## src/rtl/pc_gen_pkg.sv

```systemverilog
// Shared fetch-path constants for the program-counter generator.
// Replaces the old defines.vh macros with typed package constants.
package pc_gen_pkg;
    localparam logic        RST_ENABLE   = 1'b0;
    localparam logic        BRANCH       = 1'b1;
    localparam int          INST_ADDR_W  = 32;
    localparam logic [31:0] PC_INIT_ADDR = 32'h8000_0000;
endpackage

```

## src/rtl/pc_gen_if.sv

```systemverilog
// Control/branch request bundle into the PC generator and its fetch-side outputs.
// The master drives requests (CTRL/ID); the slave is pc_gen itself.
interface pc_gen_if #(
    parameter int ADDR_W = 32,
    parameter int CNT_W  = 16
);
    logic              flush;
    logic [ADDR_W-1:0] new_pc;
    logic              stall_if;
    logic              load_store_rom_i;
    logic              branch_flag_i;
    logic [ADDR_W-1:0] branch_target_i;
    logic [ADDR_W-1:0] pc_o;
    logic              load_store_rom_o;
    logic              misalign_o;
    logic [CNT_W-1:0]  hold_cnt_o;

    modport master (
        output flush, new_pc, stall_if, load_store_rom_i, branch_flag_i, branch_target_i,
        input  pc_o, load_store_rom_o, misalign_o, hold_cnt_o
    );

    modport slave (
        input  flush, new_pc, stall_if, load_store_rom_i, branch_flag_i, branch_target_i,
        output pc_o, load_store_rom_o, misalign_o, hold_cnt_o
    );
endinterface

```

## src/rtl/pc_gen_pend_latch.sv

```systemverilog
// Holds a branch that arrived while fetch was held so it can be applied on release.
// Clear wins over set; a new set always overwrites the stored target.
import pc_gen_pkg::*;

module pc_pend_latch #(
    parameter int ADDR_W = 32
) (
    input  logic              clk,
    input  logic              rst,
    input  logic              i_set,
    input  logic              i_clr,
    input  logic [ADDR_W-1:0] i_tgt,
    output logic              o_pend_vld,
    output logic [ADDR_W-1:0] o_pend_tgt
);
    logic              r_vld;
    logic [ADDR_W-1:0] r_tgt;

    always_ff @(posedge clk) begin
        if (rst == RST_ENABLE) begin
            r_vld <= 1'b0;
            r_tgt <= '0;
        end else if (i_clr) begin
            r_vld <= 1'b0;
        end else if (i_set) begin
            r_vld <= 1'b1;
            r_tgt <= i_tgt;
        end
    end

    assign o_pend_vld = r_vld;
    assign o_pend_tgt = r_tgt;
endmodule

```

## src/rtl/pc_gen.sv

```systemverilog
// IF-stage program counter: reset vector, flush redirect, branch (live or pending) or increment.
// Also flags misaligned redirect targets and counts held cycles.
import pc_gen_pkg::*;

module pc_gen #(
    parameter int                ADDR_W     = INST_ADDR_W,
    parameter int                INST_BYTES = 4,
    parameter logic [ADDR_W-1:0] RESET_ADDR = ADDR_W'(PC_INIT_ADDR),
    parameter int                CNT_W      = 16
) (
    input  logic     clk,
    input  logic     rst,
    pc_gen_if.slave  bus
);
    localparam int                LSB      = $clog2(INST_BYTES);
    localparam logic [ADDR_W-1:0] LOW_MASK = ADDR_W'((1 << LSB) - 1);
    localparam logic [ADDR_W-1:0] STEP     = ADDR_W'(INST_BYTES);

    logic [ADDR_W-1:0] r_pc;
    logic              r_ls_rom;
    logic              r_misalign;
    logic [CNT_W-1:0]  r_hold_cnt;

    logic              w_hold;
    logic              w_live_branch;
    logic              w_load;
    logic [ADDR_W-1:0] w_target;
    logic              w_pend_vld;
    logic [ADDR_W-1:0] w_pend_tgt;
    logic              w_pend_set;
    logic              w_pend_clr;

    assign w_hold        = bus.stall_if | bus.load_store_rom_i;
    assign w_live_branch = (bus.branch_flag_i == BRANCH);

    // A flush or any redirect consumed while not held retires the pending branch.
    assign w_load     = bus.flush | (~w_hold & (w_live_branch | w_pend_vld));
    assign w_pend_set = ~bus.flush & w_hold & w_live_branch;
    assign w_pend_clr = w_load;

    always_comb begin
        w_target = w_pend_tgt;
        if (bus.flush) begin
            w_target = bus.new_pc;
        end else if (w_live_branch) begin
            w_target = bus.branch_target_i;
        end
    end

    pc_pend_latch #(.ADDR_W(ADDR_W)) u_pend (
        .clk        (clk),
        .rst        (rst),
        .i_set      (w_pend_set),
        .i_clr      (w_pend_clr),
        .i_tgt      (bus.branch_target_i),
        .o_pend_vld (w_pend_vld),
        .o_pend_tgt (w_pend_tgt)
    );

    always_ff @(posedge clk) begin
        if (rst == RST_ENABLE) begin
            r_pc       <= RESET_ADDR;
            r_ls_rom   <= 1'b0;
            r_misalign <= 1'b0;
            r_hold_cnt <= '0;
        end else begin
            r_ls_rom   <= bus.load_store_rom_i;
            r_misalign <= w_load & (|(w_target & LOW_MASK));
            if (w_load) begin
                r_pc <= w_target & ~LOW_MASK;
            end else if (!w_hold) begin
                r_pc <= r_pc + STEP;
            end
            if (w_hold && (r_hold_cnt != '1)) begin
                r_hold_cnt <= r_hold_cnt + 1'b1;
            end
        end
    end

    assign bus.pc_o             = r_pc;
    assign bus.load_store_rom_o = r_ls_rom;
    assign bus.misalign_o       = r_misalign;
    assign bus.hold_cnt_o       = r_hold_cnt;
endmodule

```

## src/flat_wrapper.sv

```systemverilog
// flat-port wrapper written by rule: the top's interface ports become plain ports
module pc_gen_flat 
#(
    parameter int                ADDR_W     = INST_ADDR_W,
    parameter int                INST_BYTES = 4,
    parameter logic [ADDR_W-1:0] RESET_ADDR = ADDR_W'(PC_INIT_ADDR),
    parameter int                CNT_W      = 16
)
  (clk, rst, bus_flush, bus_new_pc, bus_stall_if, bus_load_store_rom_i, bus_branch_flag_i, bus_branch_target_i, bus_pc_o, bus_load_store_rom_o, bus_misalign_o, bus_hold_cnt_o);
  pc_gen_if #(.ADDR_W(ADDR_W), .CNT_W(CNT_W)) bus_i ();
  input  logic clk;
  input  logic rst;
  input wire logic [$bits(bus_i.flush)-1:0] bus_flush;
  input wire logic [$bits(bus_i.new_pc)-1:0] bus_new_pc;
  input wire logic [$bits(bus_i.stall_if)-1:0] bus_stall_if;
  input wire logic [$bits(bus_i.load_store_rom_i)-1:0] bus_load_store_rom_i;
  input wire logic [$bits(bus_i.branch_flag_i)-1:0] bus_branch_flag_i;
  input wire logic [$bits(bus_i.branch_target_i)-1:0] bus_branch_target_i;
  output wire logic [$bits(bus_i.pc_o)-1:0] bus_pc_o;
  output wire logic [$bits(bus_i.load_store_rom_o)-1:0] bus_load_store_rom_o;
  output wire logic [$bits(bus_i.misalign_o)-1:0] bus_misalign_o;
  output wire logic [$bits(bus_i.hold_cnt_o)-1:0] bus_hold_cnt_o;
  assign bus_i.flush = bus_flush;
  assign bus_i.new_pc = bus_new_pc;
  assign bus_i.stall_if = bus_stall_if;
  assign bus_i.load_store_rom_i = bus_load_store_rom_i;
  assign bus_i.branch_flag_i = bus_branch_flag_i;
  assign bus_i.branch_target_i = bus_branch_target_i;
  assign bus_pc_o = bus_i.pc_o;
  assign bus_load_store_rom_o = bus_i.load_store_rom_o;
  assign bus_misalign_o = bus_i.misalign_o;
  assign bus_hold_cnt_o = bus_i.hold_cnt_o;
  pc_gen #(.ADDR_W(ADDR_W), .INST_BYTES(INST_BYTES), .RESET_ADDR(RESET_ADDR), .CNT_W(CNT_W)) u_core (.clk(clk), .rst(rst), .bus(bus_i));
endmodule
```

## config.mk

```make
export PLATFORM = sky130hd
export DESIGN_NAME = pc_gen_flat
export DESIGN_NICKNAME = d
export VERILOG_FILES = /design/src/rtl/pc_gen_pkg.sv /design/src/rtl/pc_gen_if.sv /design/src/rtl/pc_gen_pend_latch.sv /design/src/rtl/pc_gen.sv /design/src/flat_wrapper.sv
export SDC_FILE = /design/constraint.sdc
export NUM_CORES = 1
export LEC_CHECK = 0
export CAP_MARGIN = 20
export CORE_MARGIN = 2
export CORE_UTILIZATION = 49
export DETAILED_ROUTE_END_ITERATION = 7
export GPL_ROUTABILITY_DRIVEN = 0
export HOLD_SLACK_MARGIN = 0.15
export PLACE_DENSITY = 0.9
export SLEW_MARGIN = 40
export SYNTH_ARGS = -nofsm -noshare
export SYNTH_HDL_FRONTEND = slang
export SYNTH_HIERARCHICAL = 1
export SYNTH_SLANG_ARGS = --single-unit
```

## constraint.sdc

```tcl
create_clock -name clk -period 3 [get_ports clk]
set_input_delay 0.9 -clock clk [delete_from_list [all_inputs] [get_ports clk]]
set_output_delay 0.9 -clock clk [all_outputs]
set_load 0.02 [all_outputs]
```

# Word level (Yosys, flattened, before mapping)

Cells that the tools add are included.

Logic and storage cells: 30
Register bits: 83
Output and inout bits: 50

Add/sub/neg operators: 2
Eq/ne operators: 2
Mux-type cells: 4
Reduce and logical (&&, ||, !) cells: 4
Bitwise gates (word level): 11

Operator list:

| kind                                           | count |
|---|---|
| two-way mux 32 bit                             | 4 |
| adder 32 x 3 -> 32 bit (second input constant) | 1 |
| adder 16 x 1 -> 16 bit (second input constant) | 1 |
| inequality test 16 bit (second input constant) | 1 |
| bitwise AND 1 bit                              | 4 |
| NOT 1 bit                                      | 4 |
| OR reduction 2 bit                             | 2 |
| bitwise OR 1 bit                               | 3 |
| inequality test 2 bit (second input constant)  | 1 |
| AND reduction 2 bit                            | 1 |
| logical AND 1 bit                              | 1 |

# Longest topological paths before layout

Depth after elaboration: 6
Depth in mapped cells: 9
Gate-level depth less buffers: 6

# Cells and area by module

Netlist, hierarchy kept.

Modules (own cells, without submodules):

| module        | cells an instance | area an instance (sq um) | times used | sequential area each (sq um) |
|---|---|---|---|---|
| pc_gen        | 439               | 3,258.1                  | 1          | 960.9 |
| pc_pend_latch | 143               | 1,353.8                  | 1          | 660.6 |

# Least setup slack after synthesis

OpenSTA, ideal clock, no wires.

Kind: in2reg
Start: in bus_flush
End: reg u_core.u_pend.r_tgt[0], in the netlist u_core/u_pend/o_pend_tgt[0]
Buffers on the path: 5
Path slack: 0.501 ns
Arrival time: 2.381 ns
Data required time: 2.882 ns
Cell stages on the path: 9
Cell sequence: clkbuf_1 o21bai_1 clkbuf_1 buf_2 nor2_1 nor2b_4 buf_6 buf_12 mux2i_1

Longest elaborated chain between the ends: 4
Elaborated cells between the ends (all ways): 6
Those cells by class: bitwise: 5; reduce/logical: 1

Ends and longest elaborated chain:

| element                              | line                    | source |
|---|---|---|
| start: declaration                   | flat_wrapper.sv:13      | `input wire logic [$bits(bus_i.flush)-1:0] bus_flush;` |
| NOT 1 bit                            | pc_gen.sv:38            | `assign w_pend_set = ~bus.flush & w_hold & w_live_branch;` |
| bitwise AND 1 bit (2 in a row)       | pc_gen.sv:38            |  |
| named net u_core.w_pend_set          | pc_gen.sv:30            | `logic w_pend_set;` |
| AND reduction 2 bit (no source line) | n/a                     |  |
| end signal: assignment               | pc_gen_pend_latch.sv:27 | `r_tgt <= i_tgt;` |
| end: declaration                     | pc_gen_pend_latch.sv:17 | `logic [ADDR_W-1:0] r_tgt;` |

The timed path passes the listed nets, and every way through them passes these cells.
A chain may end at the register's enable or synchronous reset.

# Final worst setup path

Start: in bus_branch_flag_i
End: reg u_core.r_pc[2], in the netlist u_core/bus.pc_o[2]

Longest elaborated chain between the ends: 4
Elaborated cells between the ends (all ways): 7
Those cells by class: eq/ne: 1; mux: 3; bitwise: 3

Ends and longest elaborated chain:

| element                                                                             | line               | source |
|---|---|---|
| start: declaration                                                                  | flat_wrapper.sv:17 | `input wire logic [$bits(bus_i.branch_flag_i)-1:0] bus_branch_flag_i;` |
| bitwise OR 1 bit                                                                    | pc_gen.sv:37       | `assign w_load = bus.flush \| (~w_hold & (w_live_branch \| w_pend_vld));` |
| bitwise AND 1 bit                                                                   | pc_gen.sv:37       |  |
| bitwise OR 1 bit                                                                    | pc_gen.sv:37       |  |
| inequality test 2 bit (no source line) / two-way mux 32 bit (equally long branches) | n/a                |  |
| end signal: assignment                                                              | pc_gen.sv:70       | `r_pc <= w_target & ~LOW_MASK;` |
| end signal: assignment                                                              | pc_gen.sv:72       | `r_pc <= r_pc + STEP;` |
| end: declaration                                                                    | pc_gen.sv:19       | `logic [ADDR_W-1:0] r_pc;` |

Several ways; a longest one is shown, not always the timed one.

==> out/qor.csv <==
stage,metric,value,unit
worst_setup_path,slowest_stage,clkdlybuf4s50_1,
floorplanning,rows,35,
routing,routedWlPerCell,18.0,microns
global_routing,grt_overflow,0,
sta,clock_skew,0.0118,ns
sta,min_period,2.56,ns
placement,io_buffers,117,
pwr,power.total,2.54,mW
pwr,pwr-share-clk,32.3,%
yosys,synth_top_area_share,35.2,%
yosys,yosysTopAreaCell,dfxtp_1,
pwr,seq_power_share,46.8,%
worst_setup_path,arrival,2.81,ns
worst_setup_path,critPathBufInv,2,
routing,route.detailed.drc,0,
yosys,synth-main-ff-cell,dfxtp_1,
pwr,peakVddDrop,220,uV
yosys,yosysSeqAreaShare,35.2,%
clock_tree,post_cts_buffers,0,
placement,dp_hpwl,10300,microns
clock_tree,ctsHoldBuffers,0,
pwr,pwr_density_cell,421,nW/um^2
routing,totalWireLength,14400,microns
worst_setup_path,crit_family,buffers and inverters,
worst_setup_path,cp.required,3.25,ns
worst_setup_path,cpPeakStageDelay,0.58,ns
sta,slew_headroom,51.4,%
pwr,internal-power,1.78,mW
sta,rsz0062_at_grt,no,
final_layout,final_common_cell,clkdlybuf4s50_1,
final_layout,drive_gt1_share,7.39,%
sta,drv_slew,0,
worst_setup_path,worstSetupPathType,in -> reg,
global_routing,grt_start_max_net_pins,38,
yosys,syn_area,4610,sq um
sta,final_hold_viol_count,0,
sta,setup_tns,0,ns
floorplanning,die_h,101,microns
clock_tree,cts_root_buf,clkbuf_8,
floorplanning,coreArea,9200,sq um
run_status,status,"finished, final reports clean",
routing,vias,4984,
final_layout,syn_to_final_growth,30.9,%
final_layout,final_cell_mix,"clkdlybuf4s50_1, nand2_1, dfxtp_1",
yosys,ys_ff_latch,81,
yosys,synth_area_leaders,"dfxtp_1, mux2i_1, nand2_1, o21ai_0, a21oi_1",
worst_setup_path,cp-start-kind,input port,
floorplanning,die_area,10200,sq um
worst_setup_path,end_kind,flip-flop,
yosys,ys_warn_count,6,
global_routing,grtUsageTotal,28.4,%
yosys,ys_types,61,
clock_tree,insertion_delay,0.36,ns
final_layout,fillers,729,
pwr,p_sw,767,uW
final_layout,antenna_cells,0,
sta,tightest_slew,0.723,ns
pwr,combPwrFrac,20.9,%
global_routing,grt_pass1_wl,23000,microns
pwr,cellLeakagePower,2.18,nW
sta,setup_ws,0.442,ns
routing,first_pass_iters,5,
clock_tree,clk_path_buf_depth,2,
floorplanning,io_pins,120,
sta,period_share,85.3,%
routing,vias_per_cell,6.22,
global_routing,antenna_found_initial,0,
clock_tree,cts_buffers,9,
final_layout,fin_nets,757,
global_routing,grt_pass1_vias,4658,
floorplanning,die_x,101,microns
sta,setup_viol,0,
yosys,syn_inst,582,
routing,ant_nets,0,
worst_setup_path,critPathMaxFanout,15,
routing,drtIter0Drc,596,
sta,fmax,391,MHz
sta,fin_hold_ws,0.466,ns
clock_tree,path_clk_slew,0.09,ns
floorplanning,initial_core_util,50.1,%
clock_tree,ctsResizeCount,0,
worst_setup_path,cp_cell_sequence,"clkdlybuf4s50_1, buf_4, mux2_2, o21ai_0, a21oi_1, o2111a_1",
yosys,synth_edf_count,0,
clock_tree,cts_num_sinks,81,
hold_path,worst_hold_path_type,reg -> reg,
clock_tree,cts_max_level,3,
clock_tree,cts_tree,built,
placement,post-place-ws,0.176,ns
pwr,swShare,30.2,%
run,drv_cap,0,
yosys,avgSynthCellArea,7.92,sq um
yosys,async_flop_share,0,%
power by group through the flow:
stage / clock network, mW / registers [mW] / logic (mW)
after CTS: 0.835 / 1.19 / 0.525
final: 0.821 / 1.19 / 0.532
after global placement: 0 / 1.21 / 0.506
after detailed placement: 0 / 1.21 / 0.519
after floorplan: 0 / 1.24 / 0.238
after global routing: 0.891 / 1.20 / 0.568
cells by family (layout without fill, tap and decap cells):
group | count (synthesis) | count (layout) | synth area share, %
and+or+nand+nor | 246 | 246 | 26.7
AOI/OAI and AO/OA | 144 | 144 | 19.6
DFF | 81 | 81 | 35.2
buffers and inverters | 53 | 160 | 6.35
muxes | 42 | 42 | 9.14
xor gates and xnor gates | 13 | 13 | 2.47
adders and majority gates | 2 | 2 | 0.543
other | 1 | 2 | 0.0813
flip-flops by register name, indices dropped and copies added, names as in the netlist:
register	cells
u_core/bus.hold_cnt_o	16
u_core/bus.load_store_rom_o	1
u_core/u_pend/o_pend_tgt	32
u_core/u_pend/o_pend_vld	1
u_core/bus.misalign_o	1
u_core/bus.pc_o	30
stage by stage:
stage / util, % / cell area [sq um] / instances
finish: 65.6 / 6040 / 801
global route: 65.6 / 6040 / 801
CTS: 65.6 / 6040 / 801
detailed placement: 63.5 / 5840 / 785
global placement: 63.5 / 5840 / 785
floorplan: - / 4620 / 583
worst reg2reg max path, cell delays in order (launching register included):
cell and delay [ns]:
dfxtp_1 0.46, ha_1 0.22, nand3_1 0.26, nor4_1 0.69, nand4_1 0.21, mux2i_1 0.18, a21oi_1 0.09
Yosys cell counts, types with 3 or more instances:
cell type / instances
mux2i_1: 41
nand2_1: 107
inv_1: 5
nor2_1: 36
dfxtp_1: 81
a311oi_1: 3
and3_1: 13
o211ai_1: 4
buf_12: 3
o21ai_0: 42
xnor2_1: 12
a21oi_1: 34
and4_1: 4
o221ai_1: 5
buf_2: 15
clkbuf_1: 23
nand4_1: 14
buf_4: 3
a211oi_1: 11
and2_1: 5
nand2b_1: 4
a31oi_1: 4
nor3_1: 14
or3_1: 4
nor4_1: 11
o22ai_1: 16
nand3_1: 18
a22oi_1: 8
nor3b_1: 4
layer usage:
| metal | GRT usage [%] | vias to the layer above | wire length (microns) | share of wire (%) |
|---|---|---|---|---|
| met5 | 0 | - | 0 | 0 |
| met4 | 11.5 | 0 | 516 | 3.6 |
| met3 | 4.16 | 47 | 1160 | 8.1 |
| met2 | 48.2 | 294 | 6950 | 48 |
| met1 | 36.2 | 2320 | 5760 | 40 |
| li1 | - | 2323 | - | - |
path summary, 6_finish.rpt:
check / start / endpoint / slack (ns) / cells after the start
worst max-delay path: bus_branch_flag_i / u_core/bus.pc_o[2] / 0.44 / 6
worst min-delay path: u_core/u_pend/o_pend_tgt[11] / u_core/u_pend/o_pend_tgt[11] / 0.47 / 2
worst max register to register: u_core/bus.pc_o[2] / u_core/bus.pc_o[18] / 0.77 / 6
worst min register to register: u_core/u_pend/o_pend_tgt[11] / u_core/u_pend/o_pend_tgt[11] / 0.47 / 2
final cells by class:
| cell class | count | area, sq um | area share (%) |
|---|---|---|---|
| flip-flops and latches | 81 | 1620 | 26.9 |
| repair buffers | 138 | 1350 | 22.3 |
| clock buffers | 9 | 124 | 2.05 |
| multi-input cells | 449 | 2710 | 44.8 |
| clock inverters | 7 | 76.3 | 1.26 |
| well taps | 111 | 139 | 2.30 |
| inverters | 6 | 22.5 | 0.373 |
Note: power is estimated with default switching activity, not from simulation.
